## src/rtl/ram_arb_pkg.sv

```systemverilog
// Shared types and constants for the two-requester SDRAM block arbiter.
package ram_arb_pkg;

  typedef enum logic [1:0] {
    IDLE,
    CMD,
    DATA,
    DONE
  } state_e;

  localparam logic RQ_IMG = 1'b0;
  localparam logic RQ_SD  = 1'b1;

  function automatic int unsigned cnt_width(input int unsigned words);
    return (words > 1) ? $clog2(words) : 1;
  endfunction

endpackage

```

## src/rtl/ram_arb_pick.sv

```systemverilog
// Two-way winner selector for ram_arbiter: round-robin on ties by default,
// fixed rq0 priority when RAM_ARB_FIXED_PRIORITY_EN is defined.
module ram_arb_pick (
  input  logic [1:0] req,
  input  logic       last,
  output logic       winner
);

`ifdef RAM_ARB_FIXED_PRIORITY_EN
  // last only shapes the no-request case, where the winner is never used
  assign winner = !req[0] && (req[1] || last);
`else
  assign winner = (req == 2'b11) ? !last : req[1];
`endif

endmodule

```

## src/rtl/ram_arbiter.sv

```systemverilog
// Block-level arbiter sharing one SDRAM controller port between the image
// writer (rq0) and SD reader (rq1). Tie policy set by RAM_ARB_FIXED_PRIORITY_EN.
module ram_arbiter
  import ram_arb_pkg::*;
#(
  parameter int unsigned DATA_W      = 16,
  parameter int unsigned BLOCK_W     = 10,
  parameter int unsigned BLOCK_WORDS = 256
) (
  input  logic               clk,
  input  logic               rst_,
  input  logic               rq0_req,
  input  logic               rq0_write,
  input  logic [BLOCK_W-1:0] rq0_block,
  output logic               rq0_grant,
  input  logic [DATA_W-1:0]  rq0_wdata,
  input  logic               rq0_wvalid,
  output logic               rq0_wready,
  output logic [DATA_W-1:0]  rq0_rdata,
  output logic               rq0_rvalid,
  output logic               rq0_done,
  input  logic               rq1_req,
  input  logic               rq1_write,
  input  logic [BLOCK_W-1:0] rq1_block,
  output logic               rq1_grant,
  input  logic [DATA_W-1:0]  rq1_wdata,
  input  logic               rq1_wvalid,
  output logic               rq1_wready,
  output logic [DATA_W-1:0]  rq1_rdata,
  output logic               rq1_rvalid,
  output logic               rq1_done,
  output logic               ram_cmd_valid,
  input  logic               ram_cmd_ready,
  output logic               ram_cmd_write,
  output logic [BLOCK_W-1:0] ram_cmd_block,
  output logic [DATA_W-1:0]  ram_wdata,
  output logic               ram_wvalid,
  input  logic               ram_wready,
  input  logic [DATA_W-1:0]  ram_rdata,
  input  logic               ram_rvalid,
  output logic               busy
);

  localparam int unsigned         CNT_W     = cnt_width(BLOCK_WORDS);
  localparam logic [CNT_W-1:0]    LAST_BEAT = CNT_W'(BLOCK_WORDS - 1);

  state_e             state_q, state_d;
  logic               win_q, win_d;
  logic               write_q, write_d;
  logic [BLOCK_W-1:0] block_q, block_d;
  logic [CNT_W-1:0]   cnt_q, cnt_d;
  logic               last_q, last_d;
  logic [1:0]         grant_q, grant_d;
  logic [1:0]         done_q, done_d;

  logic pick_win;
  logic wr_phase, rd_phase, sel_wvalid, beat;

  ram_arb_pick u_pick (
    .req    ({rq1_req, rq0_req}),
    .last   (last_q),
    .winner (pick_win)
  );

  assign wr_phase   = (state_q == DATA) && write_q;
  assign rd_phase   = (state_q == DATA) && !write_q;
  assign sel_wvalid = (win_q == RQ_SD) ? rq1_wvalid : rq0_wvalid;

  assign ram_wvalid = wr_phase && sel_wvalid;
  assign ram_wdata  = wr_phase ? ((win_q == RQ_SD) ? rq1_wdata : rq0_wdata) : '0;
  assign rq0_wready = wr_phase && (win_q == RQ_IMG) && ram_wready;
  assign rq1_wready = wr_phase && (win_q == RQ_SD) && ram_wready;
  assign rq0_rvalid = rd_phase && (win_q == RQ_IMG) && ram_rvalid;
  assign rq1_rvalid = rd_phase && (win_q == RQ_SD) && ram_rvalid;
  assign rq0_rdata  = ram_rdata;
  assign rq1_rdata  = ram_rdata;

  assign beat = wr_phase ? (sel_wvalid && ram_wready) : (rd_phase && ram_rvalid);

  assign rq0_grant     = grant_q[0];
  assign rq1_grant     = grant_q[1];
  assign rq0_done      = done_q[0];
  assign rq1_done      = done_q[1];
  assign ram_cmd_valid = (state_q == CMD);
  assign ram_cmd_write = write_q;
  assign ram_cmd_block = block_q;
  assign busy          = (state_q != IDLE);

  always_comb begin
    state_d = state_q;
    win_d   = win_q;
    write_d = write_q;
    block_d = block_q;
    cnt_d   = cnt_q;
    last_d  = last_q;
    grant_d = '0;
    done_d  = '0;
    case (state_q)
      IDLE: begin
        if (rq0_req || rq1_req) begin
          win_d   = pick_win;
          write_d = (pick_win == RQ_SD) ? rq1_write : rq0_write;
          block_d = (pick_win == RQ_SD) ? rq1_block : rq0_block;
          grant_d = (pick_win == RQ_SD) ? 2'b10 : 2'b01;
          state_d = CMD;
        end
      end
      CMD: begin
        if (ram_cmd_ready) state_d = DATA;
      end
      DATA: begin
        if (beat) begin
          if (cnt_q == LAST_BEAT) begin
            cnt_d   = '0;
            done_d  = (win_q == RQ_SD) ? 2'b10 : 2'b01;
            state_d = DONE;
          end else begin
            cnt_d = cnt_q + CNT_W'(1);
          end
        end
      end
      DONE: begin
        last_d  = win_q;
        state_d = IDLE;
      end
      default: state_d = IDLE;
    endcase
  end

  always_ff @(posedge clk or negedge rst_) begin
    if (!rst_) begin
      state_q <= IDLE;
      win_q   <= RQ_IMG;
      write_q <= 1'b0;
      block_q <= '0;
      cnt_q   <= '0;
      last_q  <= RQ_SD;
      grant_q <= '0;
      done_q  <= '0;
    end else begin
      state_q <= state_d;
      win_q   <= win_d;
      write_q <= write_d;
      block_q <= block_d;
      cnt_q   <= cnt_d;
      last_q  <= last_d;
      grant_q <= grant_d;
      done_q  <= done_d;
    end
  end

endmodule
```

## config.mk

```make
export PLATFORM = sky130hd
export DESIGN_NAME = ram_arbiter
export DESIGN_NICKNAME = d
export VERILOG_FILES = /design/src/rtl/ram_arb_pkg.sv /design/src/rtl/ram_arb_pick.sv /design/src/rtl/ram_arbiter.sv
export SDC_FILE = /design/constraint.sdc
export NUM_CORES = 1
export LEC_CHECK = 0
export CAP_MARGIN = 25
export CORE_AREA = 2 2 75 77
export DETAILED_ROUTE_END_ITERATION = 12
export DIE_AREA = 0 0 77 79
export GPL_TIMING_DRIVEN = 0
export PLACE_DENSITY_LB_ADDON = 0.12
export SYNTH_ARGS = -nofsm -noshare
export SYNTH_HDL_FRONTEND = slang
export SYNTH_HIERARCHICAL = 1
export SYNTH_SLANG_ARGS = --single-unit
```

## constraint.sdc

```tcl
create_clock -name clk -period 3.93 [get_ports clk]
set_input_delay 1.179 -clock clk [delete_from_list [all_inputs] [get_ports clk]]
set_output_delay 1.179 -clock clk [all_outputs]
set_load 0.01 [all_outputs]
```

# ---- After elaboration in Yosys (flattened, before gate mapping)
# Cells that the tools add are included.
# W data, S select, Z words.
dict set report totals {
  output_inout_bits 70
  inputBits 79
  register_bits 27
}
dict set report classes {
  add_sub_neg 1
  n_reduce_logical 21
  eq_ne 9
  n_bitwise 1
  muxes 20
}
# op n
set ops {}
lappend ops {{$mux W16} 2}
lappend ops {{$mux W2} 11}
lappend ops {{$logic_and A1 B1 Y1} 13}
lappend ops {{$mux W10} 1}
lappend ops {{$add A8 B1 Y8 const B} 1}
lappend ops {{$eq A8 B8 Y1 const B} 1}
lappend ops {{$mux W8} 1}
lappend ops {{$pmux W2 S4} 1}
lappend ops {{$eq A2 B2 Y1 const B} 3}
lappend ops {{$mux W1} 4}
lappend ops {{$ne A2 B1 Y1 const B} 2}
lappend ops {{$ne A2 B2 Y1 const B} 2}
lappend ops {{$reduce_and A2 Y1} 2}
lappend ops {{$reduce_and A4 Y1} 1}
lappend ops {{$eq A2 B1 Y1 const B} 1}
lappend ops {{$logic_not A1 Y1} 2}
lappend ops {{$logic_not A2 Y1} 1}
lappend ops {{$reduce_bool A2 Y1} 1}
lappend ops {{$logic_or A1 B1 Y1} 1}
lappend ops {{$not A1 Y1} 1}

# ---- Logic depth before layout (Yosys ltp)
dict set report depth {
  ltp_word 6
  ltp_mapped 7
  ltp_nobuf 6
}

# ---- By module
# The synthesis kept the hierarchy.
# module cells_each seq_area_each_um2 instances area_each_um2
set modules_own_cells {}
lappend modules_own_cells {ram_arbiter 185 676.9 1 1770.4}
lappend modules_own_cells {ram_arb_pick 1 0.0 1 11.3}

# ---- Worst setup path after synthesis
# No wires, ideal clock.
dict set report synth_path {
  kind {input -> output}
  startpoint {input port ram_rvalid}
  endpoint {output port rq0_rvalid}
  slack_ps 1238
  t_required_ps 2751
  arrival_time_ps 1513
  path_stages 2
  path_cell_list {nand3b_1 nor2_1}
}
dict set report synth_between {
  elab_chain_len 1
}
# element line
set synth_lines {}
lappend synth_lines {{start: declaration} ram_arbiter.sv:40} ;# input logic ram_rvalid,
lappend synth_lines {{$logic_and A1 B1 Y1} ram_arbiter.sv:73} ;# assign rq0_rvalid = rd_phase && (win_q == RQ_IMG) && ram_rvalid;
lappend synth_lines {{end: declaration} ram_arbiter.sv:20} ;# output logic rq0_rvalid,
# No other way between the ends.

# ---- Worst setup path after layout
dict set report layout_path {
  startpoint {input port ram_rvalid}
  endpoint {output port rq1_rvalid}
}
dict set report layout_between {
  elab_chain_len 1
}
# element line
set layout_lines {}
lappend layout_lines {{$logic_and A1 B1 Y1} ram_arbiter.sv:74} ;# assign rq1_rvalid = rd_phase && (win_q == RQ_SD) && ram_rvalid;
lappend layout_lines {{end: declaration} ram_arbiter.sv:30} ;# output logic rq1_rvalid,
# No other way between the ends.

==> flow_summary.yaml <==
flow_run:
  max_cap_violations: 0
layout:
  final_nets: 408
  final_cells: 395
  final_cell_mix: "132 x clkdlybuf4s50_1, 32 x buf_4, 26 x dfrtp_1"
  register_area_sq_um: 677
  areaGrowthSynthToFinish_pct: 83.3
  multi_input_area_sq_um: 785
  layout_commonest_cell: "clkdlybuf4s50_1"
  diodes: 0
  drive_gt1_share_pct: 15.8
  nFillCells: 501
clock_network:
  cts-buffers-inserted: 3
  cts_setup_buffers: 0
  clock_path_buffers: 2
  cts.hold.buffers_added: 0
  clk_pin_slew_ns: 0.09
  cts-root-buf: "clkbuf_8"
  htreeDepth: 1
  cts_tree: "built"
  cts_num_sinks: 27
  insertion_delay_ns: 0.28
  ctsResizeCount: 0
power_and_ir_drop:
  p_leak_nw: 1.43
  fin_total_pwr_w: 0.00145
  vdd_drop_max_v: 0.000214
  p_per_area_nw_per_um2: 443
critical_path:
  critPathBufInv: 2
  crit_start: "ram_rvalid"
  cp.arrival_ns: 2.53
  worst_path_max_delay_cell: "clkdlybuf4s50_1"
  path_cells: "clkdlybuf4s50_1 > nand3b_1 > nor2_1 > clkdlybuf4s50_1"
  cp_common_cell: "clkdlybuf4s50_1"
  r2r_end: "ram_cmd_block[1]"
  critical_path_depth: 4
  max_stage_delay_ns: 0.59
  cpLargestDelayFamily: "buffers and inverters"
  reg2reg_depth: 5
  path_max_fanout: 3
  reg2reg_from: "state_q[0]"
  critical_path_class: "primary input to output port"
  crit_end: "rq1_rvalid"
  worst_ep_required_time_ns: 2.75
  start_kind: "primary input"
  r2r_setup_slack_ns: 2.19
  cp-end-kind: "output port"
sta:
  period_minus_slack_ns: 3.71
  worstMarginPinSlew_ns: 0.540
  relSlewSlack_pct: 63.8
  finalCritPeriodShare_pct: 94.4
  hold_viol_final: 0
  fmax_mhz: 269
  slew_viol_final: 0
  setup_tns_ns: 0
  finClkSkew_ns: 0.00318
  rsz0062_at_grt: "false"
  setup_viol: 0
routing:
  drt_first_pass_iters: 4
  routed-wl-met2_mm: 2.84
  via_per_inst: 4.53
  vias: 1789
  routedWlPerCell_microns: 14.3
  drc_errors: 0
  wl_met1_mm: 2.16
  route.met3.wl_microns: 554
  highest_layer: "met4"
  drt_iter0_markers: 41
  routed_wl_mm: 5.63
  antenna_left: 0
place:
  portBuffers: 132
  gp_congestion: 0.802
  place_hpwl_mm: 4.79
  dp_cells: 391
logic_synthesis:
  synth_cell_types: 37
  avgSynthCellArea_sq_um: 9.58
  syn_area_sq_um: 1780
  ys_seq_area_share_pct: 38.0
  yosysWarnings: 6
  synth_edf_count: 0
  synth_cells: 186
  syn_nets: 270
  ys.flop_type: "dfrtp_1"
  ys_seq_elements: 27
  postSynth.asyncResetShare_pct: 100
floorplan:
  rows: 27
  die_area_sq_um: 6080
  coreArea_sq_um: 5340
  start_util_pct: 33.4
  ios: 149
  dieHeight_microns: 79
  die_width_microns: 77
global_route:
  grt_max_degree: 21
  grt_antenna_before_repair: 0
  grt_pass1_vias: 1808
  overflow: 0
  track_usage_pct: 18.6
  grt_pass1_wl_mm: 9.05
outcome:
  status: "finished, final reports clean"
min_path:
  worstHoldPathCells: 1
  min-delay-path-class: "register to register"
logic make-up after synthesis:
group / after synthesis / synth area share (%)
and+or+nand+nor: 47 / 13.0
muxes: 14 / 8.15
xor gates and xnor gates: 3 / 1.47
buffers and inverters: 48 / 18.0
DFF: 27 / 38.0
AOI/OAI and AO/OA: 42 / 17.9
adders and majority gates: 5 / 3.51
per-stage QoR:
stage	hold WS [ns]	area (sq um)	setup slack, ns	utilization, %
final	0.478	3270	0.219	61.2
after detailed placement	0.470	3220	0.224	60.3
after floorplan	0.446	1780	1.24	-
after global routing	0.513	3270	0.0575	61.2
after global placement	0.463	3190	0.220	59.8
after CTS	0.487	3270	0.212	61.2
cell type report:
class / instances / area share [%]
buffer: 41 / 9.00
clock buffer: 4 / 1.38
inverter: 7 / 0.805
multi-input combinational: 111 / 24.0
sequential: 27 / 20.7
tap: 72 / 2.76
timing repair buffer: 133 / 41.3
sequential cells by signal (all words and copies together), names as in the netlist:
name	cells
cnt_q	8
done_q	2
grant_q	2
last_q	1
ram_cmd_block	10
ram_cmd_write	1
state_q	2
win_q	1
per-layer routing:
metal,up-vias,GRT usage [%]
li1,887,-
met4,0,3.57
met3,8,8.07
met2,79,33.4
met5,-,0
met1,815,20.7
worst min-delay path by stage:
stage	start	endpoint
2_1_floorplan	cnt_q[6]	cnt_q[6]
3_3_place_gp	ram_cmd_block[0]	ram_cmd_block[0]
3_5_place_dp	cnt_q[6]	cnt_q[6]
4_1_cts	cnt_q[6]	cnt_q[6]
5_1_grt	cnt_q[2]	cnt_q[2]
6_report	cnt_q[6]	cnt_q[6]
cell usage after synthesis, types with 3 or more instances:
library cell | count | share of area [%]
and2_1 | 3 | 1.1
mux2i_1 | 12 | 6.7
clkbuf_1 | 3 | 0.63
nand3_1 | 6 | 1.7
and3_1 | 4 | 1.4
inv_1 | 7 | 1.5
ha_1 | 5 | 3.5
nand2_1 | 15 | 3.2
o21ai_1 | 3 | 0.84
nor2_1 | 9 | 1.9
buf_2 | 4 | 1.1
o21ai_0 | 10 | 2.8
buf_4 | 32 | 13
a22o_1 | 16 | 7.9
dfrtp_1 | 26 | 37
xnor2_1 | 3 | 1.5
where the power goes:
part / switching (W) / internal (W)
sequential: 0.0000716 / 0.000386
clock: 0.0000868 / 0.0000728
combinational: 0.000369 / 0.000460
worst reg2reg max path: cells and delay by family, from the launching register on:
kind            cells  cell delay (ns)
compound gates      2             0.48
flops               1             0.42
fa+ha+maj           1             0.24
buf+inv             2             0.48
Power figures use the tool's default switching activity.
